`config.mk`:
```
export PLATFORM = sky130hd
export DESIGN_NAME = obstacle_ctrl
export DESIGN_NICKNAME = d
export VERILOG_FILES = /design/src/rtl/obstacle_ctrl.sv
export SDC_FILE = /design/constraint.sdc
export NUM_CORES = 1
export LEC_CHECK = 0
export CAP_MARGIN = 20
export CORE_ASPECT_RATIO = 1.4
export CORE_MARGIN = 3
export CORE_UTILIZATION = 45
export DETAILED_ROUTE_END_ITERATION = 10
export GPL_TIMING_DRIVEN = 0
export PLACE_DENSITY = 0.78
export SLEW_MARGIN = 10
export SYNTH_ARGS = -nofsm -noshare
export SYNTH_HDL_FRONTEND = slang
export SYNTH_SLANG_ARGS = --single-unit
```
`constraint.sdc`:
```
create_clock -name clk -period 2.7 [get_ports clk]
set_clock_uncertainty 0.05 [all_clocks]
set_input_delay 0.27 -clock clk [delete_from_list [all_inputs] [get_ports clk]]
set_output_delay 0.27 -clock clk [all_outputs]
set_load 0.01 [all_outputs]
```
`src/rtl/obstacle_ctrl.sv`:
```
// Game-flow controller: debounces the player button, confirms collisions
// and runs the start/stop/ack handshake with the pipe mover.
module obstacle_ctrl #(
  parameter int BIRD_X_L = 300,
  parameter int BIRD_X_R = 340,
  parameter int BIRD_H   = 20,
  parameter int CONFIRM  = 2,
  parameter int HOLD     = 16
) (
  input  logic       clk,
  input  logic       reset,
  input  logic       Btn,
  input  logic [9:0] Bird_Y,
  input  logic [9:0] X_Edge_L,
  input  logic [9:0] X_Edge_R,
  input  logic [9:0] Gap_Top,
  input  logic [9:0] Gap_Bot,
  input  logic       Q_Initial,
  input  logic       Q_Count,
  input  logic       Q_Stop,
  input  logic [3:0] Score,
  output logic       Start,
  output logic       Stop,
  output logic       Ack,
  output logic       Game_Over,
  output logic [3:0] High_Score,
  output logic       Q_Idle,
  output logic       Q_Run,
  output logic       Q_StopReq,
  output logic       Q_Dead
);

  localparam logic [3:0] S_IDLE    = 4'b0001;
  localparam logic [3:0] S_RUN     = 4'b0010;
  localparam logic [3:0] S_STOPREQ = 4'b0100;
  localparam logic [3:0] S_DEAD    = 4'b1000;

  localparam int HW = $clog2(HOLD + 1);
  localparam logic [HW-1:0] HOLD_V  = HW'(HOLD);
  localparam logic [1:0]    CONF_M1 = 2'(CONFIRM - 1);
  localparam logic [9:0]    BXL     = 10'(BIRD_X_L);
  localparam logic [9:0]    BXR     = 10'(BIRD_X_R);

  logic          sync1, sync2, prev;
  logic          armed;
  logic [1:0]    fill;
  logic          btn_edge;
  logic [3:0]    st;
  logic [1:0]    hit_cnt;
  logic [HW-1:0] hold_cnt;
  logic [10:0]   bird_bot;
  logic          xhit, gap_miss, floor_hit, hit;
  logic          unused_q_count;

  assign unused_q_count = Q_Count;

  // armed needs a genuinely sampled low after reset, so a button
  // held through reset release cannot fire a start
  always_ff @(posedge clk or negedge reset) begin
    if (!reset) begin
      sync1 <= 1'b0;
      sync2 <= 1'b0;
      prev  <= 1'b0;
      fill  <= 2'b00;
      armed <= 1'b0;
    end else begin
      sync1 <= Btn;
      sync2 <= sync1;
      prev  <= sync2;
      fill  <= {fill[0], 1'b1};
      if (fill[1] && !sync2)
        armed <= 1'b1;
    end
  end

  assign btn_edge = sync2 & ~prev & armed;

  assign bird_bot  = {1'b0, Bird_Y} + 11'(BIRD_H);
  assign xhit      = (X_Edge_L < BXR) & (X_Edge_R > BXL);
  assign gap_miss  = (Bird_Y < Gap_Top) |
                     (bird_bot > {1'b0, Gap_Bot});
  assign floor_hit = bird_bot > 11'd479;
  assign hit       = (xhit & gap_miss) | floor_hit;

  always_ff @(posedge clk or negedge reset) begin
    if (!reset) begin
      st         <= S_IDLE;
      Start      <= 1'b0;
      Stop       <= 1'b0;
      Ack        <= 1'b0;
      hit_cnt    <= 2'd0;
      hold_cnt   <= '0;
      High_Score <= 4'd0;
    end else begin
      Start <= 1'b0;
      Ack   <= 1'b0;
      case (st)
        S_IDLE: begin
          Stop     <= 1'b0;
          hit_cnt  <= 2'd0;
          hold_cnt <= '0;
          if (btn_edge && Q_Initial) begin
            Start <= 1'b1;
            st    <= S_RUN;
          end
        end
        S_RUN: begin
          if (hit) begin
            if (hit_cnt == CONF_M1) begin
              Stop <= 1'b1;
              st   <= S_STOPREQ;
            end
            if (hit_cnt != 2'b11)
              hit_cnt <= hit_cnt + 2'd1;
          end else begin
            hit_cnt <= 2'd0;
          end
        end
        S_STOPREQ: begin
          if (Q_Stop) begin
            Stop     <= 1'b0;
            hold_cnt <= '0;
            st       <= S_DEAD;
            if (Score > High_Score)
              High_Score <= Score;
          end
        end
        S_DEAD: begin
          if (hold_cnt != HOLD_V) begin
            hold_cnt <= hold_cnt + HW'(1);
          end else if (btn_edge && Q_Stop) begin
            Ack      <= 1'b1;
            hold_cnt <= '0;
            st       <= S_IDLE;
          end
        end
        default: begin
          Stop <= 1'b0;
          st   <= S_IDLE;
        end
      endcase
    end
  end

  assign Q_Idle    = st[0];
  assign Q_Run     = st[1];
  assign Q_StopReq = st[2];
  assign Q_Dead    = st[3];
  assign Game_Over = st[3];

endmodule

```
==> results of run 1 <==
==> cell families after synthesis <==
family                     count (synthesis)
AOI/OAI and AO/OA                         61
xor gates and xnor gates                   7
adders and majority gates                 29
buffers and inverters                     40
DFF                                       24
muxes                                      5
other                                      1
and+or+nand+nor                           63
==> sequential cells by signal, indices dropped and copies added, names as in the netlist <==
name	count
hold_cnt	5
High_Score	4
st	4
fill	2
hit_cnt	2
Ack	1
Start	1
Stop	1
armed	1
prev	1
sync1	1
sync2	1
==> worst max-delay path: stages <==
cell and delay (ns):
clkdlybuf4s15_1 0.29, a21oi_2 0.34, nor3_4 0.07, xor2_1 0.15
ha_1 0.33, a211oi_1 0.24, nand2_1 0.14, o311ai_4 0.31
nor3_4 0.10, o311ai_2 0.28, a22oi_1 0.14
==> per-stage QoR <==
stage / cells / util [%] / worst slack, ns / TNS [ns]
floorplan: 230 / - / 0.309 / 0
global placement: 358 / 65.4 / -0.704 / -3.40
detailed placement: 358 / 65.4 / -0.794 / -3.86
CTS: 362 / 67.5 / 0.167 / 0
global route: 363 / 68.0 / 0.000276 / 0
finish: 363 / 68.0 / 0.145 / 0
==> worst max path at each step <==
stage	to	slack (ns)	cells after the start
3_5_place_dp	hit_cnt[1]	-0.79	11
4_1_cts	hit_cnt[1]	0.17	11
3_3_place_gp	hit_cnt[0]	-0.70	11
5_1_grt	hit_cnt[1]	0.0003	11
2_1_floorplan	hit_cnt[0]	0.31	10
6_report	hit_cnt[0]	0.14	11
==> where the power goes <==
group          switching (uW)  internal [uW]
Combinational             152            167
Clock                     111            106
Sequential               11.1            374
Total                     274            646
==> area by class of cell <==
cell class              count  area (sq um)  area share [%]
flip-flops and latches     24           602            20.5
multi-input cells         166          1370            46.6
plain buffers               3          15.0           0.512
well taps                  60          75.1            2.56
repair buffers             69           691            23.6
clock buffers               4          45.0            1.54
inverters                  37           139            4.74
==> Yosys cell counts (all sizes together), types with 2 or more instances <==
master | n | area share [%]
o211ai | 3 | 1.1
a211oi | 4 | 2.3
mux2 | 5 | 2.7
o21a | 4 | 1.5
xnor2 | 6 | 2.9
o21bai | 3 | 1.1
nor2 | 13 | 2.6
a21o | 2 | 0.73
o21ai | 13 | 3.2
dfrtp | 23 | 28
nor3 | 6 | 1.9
nand2 | 18 | 3.4
clkbuf | 2 | 0.36
a21oi | 16 | 4.1
nor2b | 3 | 0.91
inv | 37 | 6.7
o311ai | 4 | 2.9
nand4 | 5 | 1.5
nand3 | 5 | 1.2
nand2b | 4 | 1.2
ha | 29 | 18
nand3b | 2 | 0.73
and3b | 2 | 0.85
==> routing by layer <==
| layer | part of all wire, % | global-route usage (%) | up-vias |
|---|---|---|---|
| met3 | 5.7 | 3.01 | 9 |
| met4 | 2.8 | 8.84 | 0 |
| li1 | - | - | 957 |
| met5 | 0 | 0 | - |
| met1 | 36 | 16.8 | 881 |
| met2 | 55 | 35.2 | 78 |
==> what timing repair did <==
item | in CTS | in global routing
setup buffers | 0 | 0
pin swaps | 2 | 0
endpoints found under the setup margin | 5 | 4
gates resized for setup | 15 | 4
==> flow_metrics.py, run 1 <==
metrics = {
    "status": {
        "outcome": "finished clean",
    },
    "floorplan": {
        "num_rows": 28,
        "io_pins": 72,
        "die_x_microns": 63.2,
        "die_area_sq_um": 5450,
        "coreArea_sq_um": 4310,
        "dieHeight_microns": 86.1,
        "initial_core_util_pct": 47.9,
    },
    "min_path": {
        "hold_path_end": "sync2",
        "hold_path_depth": 0,
        "min_from": "sync1",
        "min_path_type": "flip-flop to flip-flop",
    },
    "power": {
        "p_leak_uw": 0.00130,
        "p_per_area_nw_per_um2": 314,
        "vdd_drop_max_mv": 0.171,
        "power.total_uw": 920,
    },
    "yosys": {
        "synth_compound_area_share_pct": 23.4,
        "synthCells": 230,
        "synth_adder_area_share_pct": 17.6,
        "synth_nets": 319,
        "post_synth_instance_area_sq_um": 2060,
        "synthMuxAreaShare_pct": 2.73,
        "synth_flop_cell": "dfrtp_1",
        "netlist-cell-type-count": 55,
        "synth_edf_count": 0,
        "async_flop_share_pct": 100,
        "synth_top_family_by_area": "compound AO/OA/AOI/OAI gates",
        "synthSimpleGateAreaFrac_pct": 16.2,
        "synth-xor-area-share_pct": 3.33,
        "ys_ff_latch": 24,
        "ys_warn_count": 0,
        "syn-mean-instance-area_sq_um": 8.98,
        "synth_seq_area_share_pct": 29.2,
    },
    "worst_setup_path": {
        "cp_max_fo": 5,
        "crit_start": "Bird_Y[2]",
        "ff2ff_path_depth": 6,
        "worstPathArrival_ns": 2.65,
        "timing.rr.end": "High_Score[1]",
        "crit_type": "primary input to flip-flop",
        "timing.rr.start": "st[3]",
        "worst_setup_path_start_kind": "primary input",
        "worstPathRequired_ns": 2.79,
        "ff2ff_setup_slack_ns": 0.65,
        "cp-end-kind": "flip-flop",
    },
    "timing": {
        "max_freq_ghz": 0.391,
        "slew_violations": 0,
        "setup_viol": 0,
        "grt_setup_unrepaired": "false",
        "final_hold_viol_count": 0,
        "period_share_pct": 94.6,
        "finalCriticalPeriod_ns": 2.56,
        "worst_slew_pin_slew_ns": 0.650,
        "slew_headroom_pct": 56.0,
        "whs_ns": 0.305,
    },
    "drt": {
        "via_per_inst": 5.30,
        "dr.pass1.iters": 4,
        "dr.first_iter.drc_count": 39,
        "postRouteAntennaNets": 0,
        "drcViolationCount": 0,
        "route.vias.total": 1925,
        "drt-total-wl_mm": 4.54,
        "wl_per_cell_microns": 12.5,
    },
    "layout": {
        "layout-drive-gt1-share_pct": 9.57,
        "final_common_cell": "clkdlybuf4s50_1",
        "diodes": 0,
        "mostFrequentLayoutCells": "clkdlybuf4s50_1, inv_1, ha_1",
        "design_area_sq_um": 2930,
        "nFillCells": 364,
        "nets": 393,
        "syn_to_final_growth_pct": 42.0,
    },
    "clock_tree": {
        "htree_num_levels": 1,
        "cts_tree": "built",
        "clk_pin_slew_ns": 0.08,
        "clock-root-buffer": "clkbuf_8",
        "cts_buffers": 3,
        "cts-hold-fix-buffers": 0,
        "max-clock-path-buffers": 2,
        "cts_sinks": 24,
        "clkLatencyLatePin_ns": 0.27,
    },
    "grt": {
        "grt_max_degree": 25,
        "track_usage_pct": 17.6,
        "antenna_found_initial": 0,
        "grt_pass1_vias": 2036,
        "grt_pass1_wl_mm": 7.82,
        "overflow": 0,
    },
    "place": {
        "hpwl_mm": 3.89,
        "dpl_cell_area_sq_um": 2820,
        "port_buffers": 68,
        "gp_congestion": 0.849,
    },
    "flow_run": {
        "maxCapViolations": 0,
    },
}
Power figures use the tool's default switching activity.
==> run 2: changes to the inputs <==
- CAP_MARGIN: 20 -> unset
- CORE_MARGIN: 3 -> unset
- RECOVER_POWER: unset -> 100
==> run 2 against run 1 <==
Effect of this change: non-clock buffer count grew 1; largest power group unchanged; critical endpoint unchanged; critical path depth is the same; power grew 2.9%.
==> flow_metrics.py, run 2 (same netlist as run 1, synthesis figures left out) <==
metrics = {
    "layout": {
        "finalNonFillerCells": 364,
        "nets": 394,
        "nFillCells": 369,
        "top_regs": "hold_cnt x5, High_Score x4, st x4",
        "layout-drive-gt1-share_pct": 12.2,
        "top_register": "hold_cnt",
        "largest_reg_flops": 5,
        "syn_to_final_growth_pct": 41.8,
        "mostFrequentLayoutCells": "clkdlybuf4s50_1, inv_1, ha_1",
        "final_common_cell": "clkdlybuf4s50_1",
        "diodes": 0,
        "fin_util_pct": 67.9,
        "design_area_sq_um": 2930,
    },
    "place": {
        "gp_congestion": 0.816,
        "hpwl_mm": 3.73,
        "placedCellCount": 358,
        "port_buffers": 68,
        "dpl_cell_area_sq_um": 2820,
    },
    "worst_setup_path": {
        "worstPathArrival_ns": 2.67,
        "cp-end-kind": "flip-flop",
        "worstPathRequired_ns": 2.79,
        "crit_type": "primary input to flip-flop",
        "cp_max_fo": 5,
        "worst_setup_path_start_kind": "primary input",
        "ff2ff_setup_slack_ns": 0.58,
    },
    "drt": {
        "wl_per_cell_microns": 12.3,
        "via_per_inst": 5.21,
        "dr.pass1.iters": 4,
        "dr.first_iter.drc_count": 47,
        "drt-total-wl_mm": 4.46,
        "route.vias.total": 1898,
        "postRouteAntennaNets": 0,
        "drcViolationCount": 0,
    },
    "grt": {
        "use_met3_pct": 2.65,
        "track_usage_pct": 19.7,
        "antenna_found_initial": 0,
        "busiest_layer": "met2",
        "use_met2_pct": 41.9,
        "grt_pass1_wl_mm": 7.51,
        "grtUsageMet1_pct": 19.0,
        "grt_max_degree": 25,
        "grt_pass1_vias": 1886,
        "overflow": 0,
    },
    "timing": {
        "slew_violations": 0,
        "finalCriticalPeriod_ns": 2.57,
        "worst_slew_pin_slew_ns": 1.05,
        "setup_viol": 0,
        "whs_ns": 0.303,
        "slew_headroom_pct": 30.1,
        "period_share_pct": 95.4,
        "final_hold_viol_count": 0,
        "max_freq_ghz": 0.388,
    },
    "clock_tree": {
        "clk_pin_slew_ns": 0.08,
        "cts_tree": "built",
        "clock-root-buffer": "clkbuf_8",
        "max-clock-path-buffers": 2,
        "clkLatencyLatePin_ns": 0.27,
        "cts_sinks": 24,
        "htree_num_levels": 1,
        "cts-hold-fix-buffers": 0,
        "cts_buffers": 3,
    },
    "floorplan": {
        "die_x_microns": 59.2,
        "die_area_sq_um": 4870,
        "dieHeight_microns": 82.1,
        "io_pins": 72,
        "initial_core_util_pct": 47.9,
        "coreArea_sq_um": 4310,
        "num_rows": 28,
    },
    "power": {
        "intPower_uw": 670,
        "switching_share_pct": 29.3,
        "p_leak_uw": 0.00135,
        "power.total_uw": 947,
        "vdd_drop_max_mv": 0.205,
        "p_per_area_nw_per_um2": 323,
        "p_switching_uw": 277,
        "p_clk_share_pct": 25.5,
        "power_frac_seq_pct": 40.6,
        "combPwrFrac_pct": 33.9,
    },
    "flow_run": {
        "maxCapViolations": 0,
    },
    "min_path": {
        "min_path_type": "flip-flop to flip-flop",
    },
    "status": {
        "outcome": "finished clean",
    },
}
==> run 2: cell types whose count changed in the layout (fill, tap and decap cells not counted), sizes merged <==
cell and delta:
dlygate4sd2 -4, clkdlybuf4s50 -14, clkbuf +5, dlygate4sd3 +14, clkdlybuf4s15 -1, buf +1
==> run 2: critical path: stages <==
cell and delay [ns]:
clkdlybuf4s15_1 0.29, ha_2 0.28, buf_4 0.14, xnor2_2 0.14, ha_1 0.30, a211oi_1 0.24
nor2_1 0.12, o311ai_4 0.39, nor3_4 0.11, o311ai_2 0.27, a22oi_1 0.13
==> run 2: area by class of cell <==
cell class,count,area [sq um],share of cell area [%]
repair buffers,70,671,22.9
clock buffers,4,55.1,1.88
flip-flops and latches,24,602,20.6
plain buffers,3,15.0,0.513
well taps,60,75.1,2.56
inverters,37,139,4.74
multi-input cells,166,1370,46.8
==> run 2: final timing paths <==
| path | startpoint | endpoint | cells past startpoint |
|---|---|---|---|
| setup / recovery | Bird_Y[2] | hit_cnt[0] | 11 |
| hold / removal | sync1 | sync2 | 0 |
| setup reg to reg | st[3] | High_Score[0] | 6 |
| hold reg to reg | sync1 | sync2 | 0 |
| max in group asynchronous | reset | High_Score[3] | 1 |
| min in group asynchronous | reset | fill[0] | 1 |
==> run 2: timing repair <==
item	in CTS	in global routing
gates cloned	0	0
pin swaps	3	2
endpoints found under the setup margin	5	5
setup buffers	1	1
gates resized for setup	14	16
==> run 2: metal layers <==
layer / vias to the layer above / part of all wire (%)
met4: 0 / 0.60
met5: - / 0
li1: 963 / -
met2: 59 / 56
met1: 872 / 38
met3: 4 / 5.1
==> run 2: power by group through the flow <==
stage          Combinational, uW  Sequential (uW)  Clock, uW
2_1_floorplan                164              390          0
3_3_place_gp                 298              391          0
3_5_place_dp                 305              392          0
4_1_cts                      317              384        246
5_1_grt                      359              387        262
6_report                     321              384        242
==> run 2: through the flow <==
| stage | setup TNS, ns | setup slack [ns] |
|---|---|---|
| 2_1_floorplan | 0 | 0.309 |
| 3_3_place_gp | -3.28 | -0.686 |
| 3_5_place_dp | -3.55 | -0.740 |
| 4_1_cts | 0 | 0.144 |
| 5_1_grt | -0.0346 | -0.0210 |
| 6_report | 0 | 0.125 |
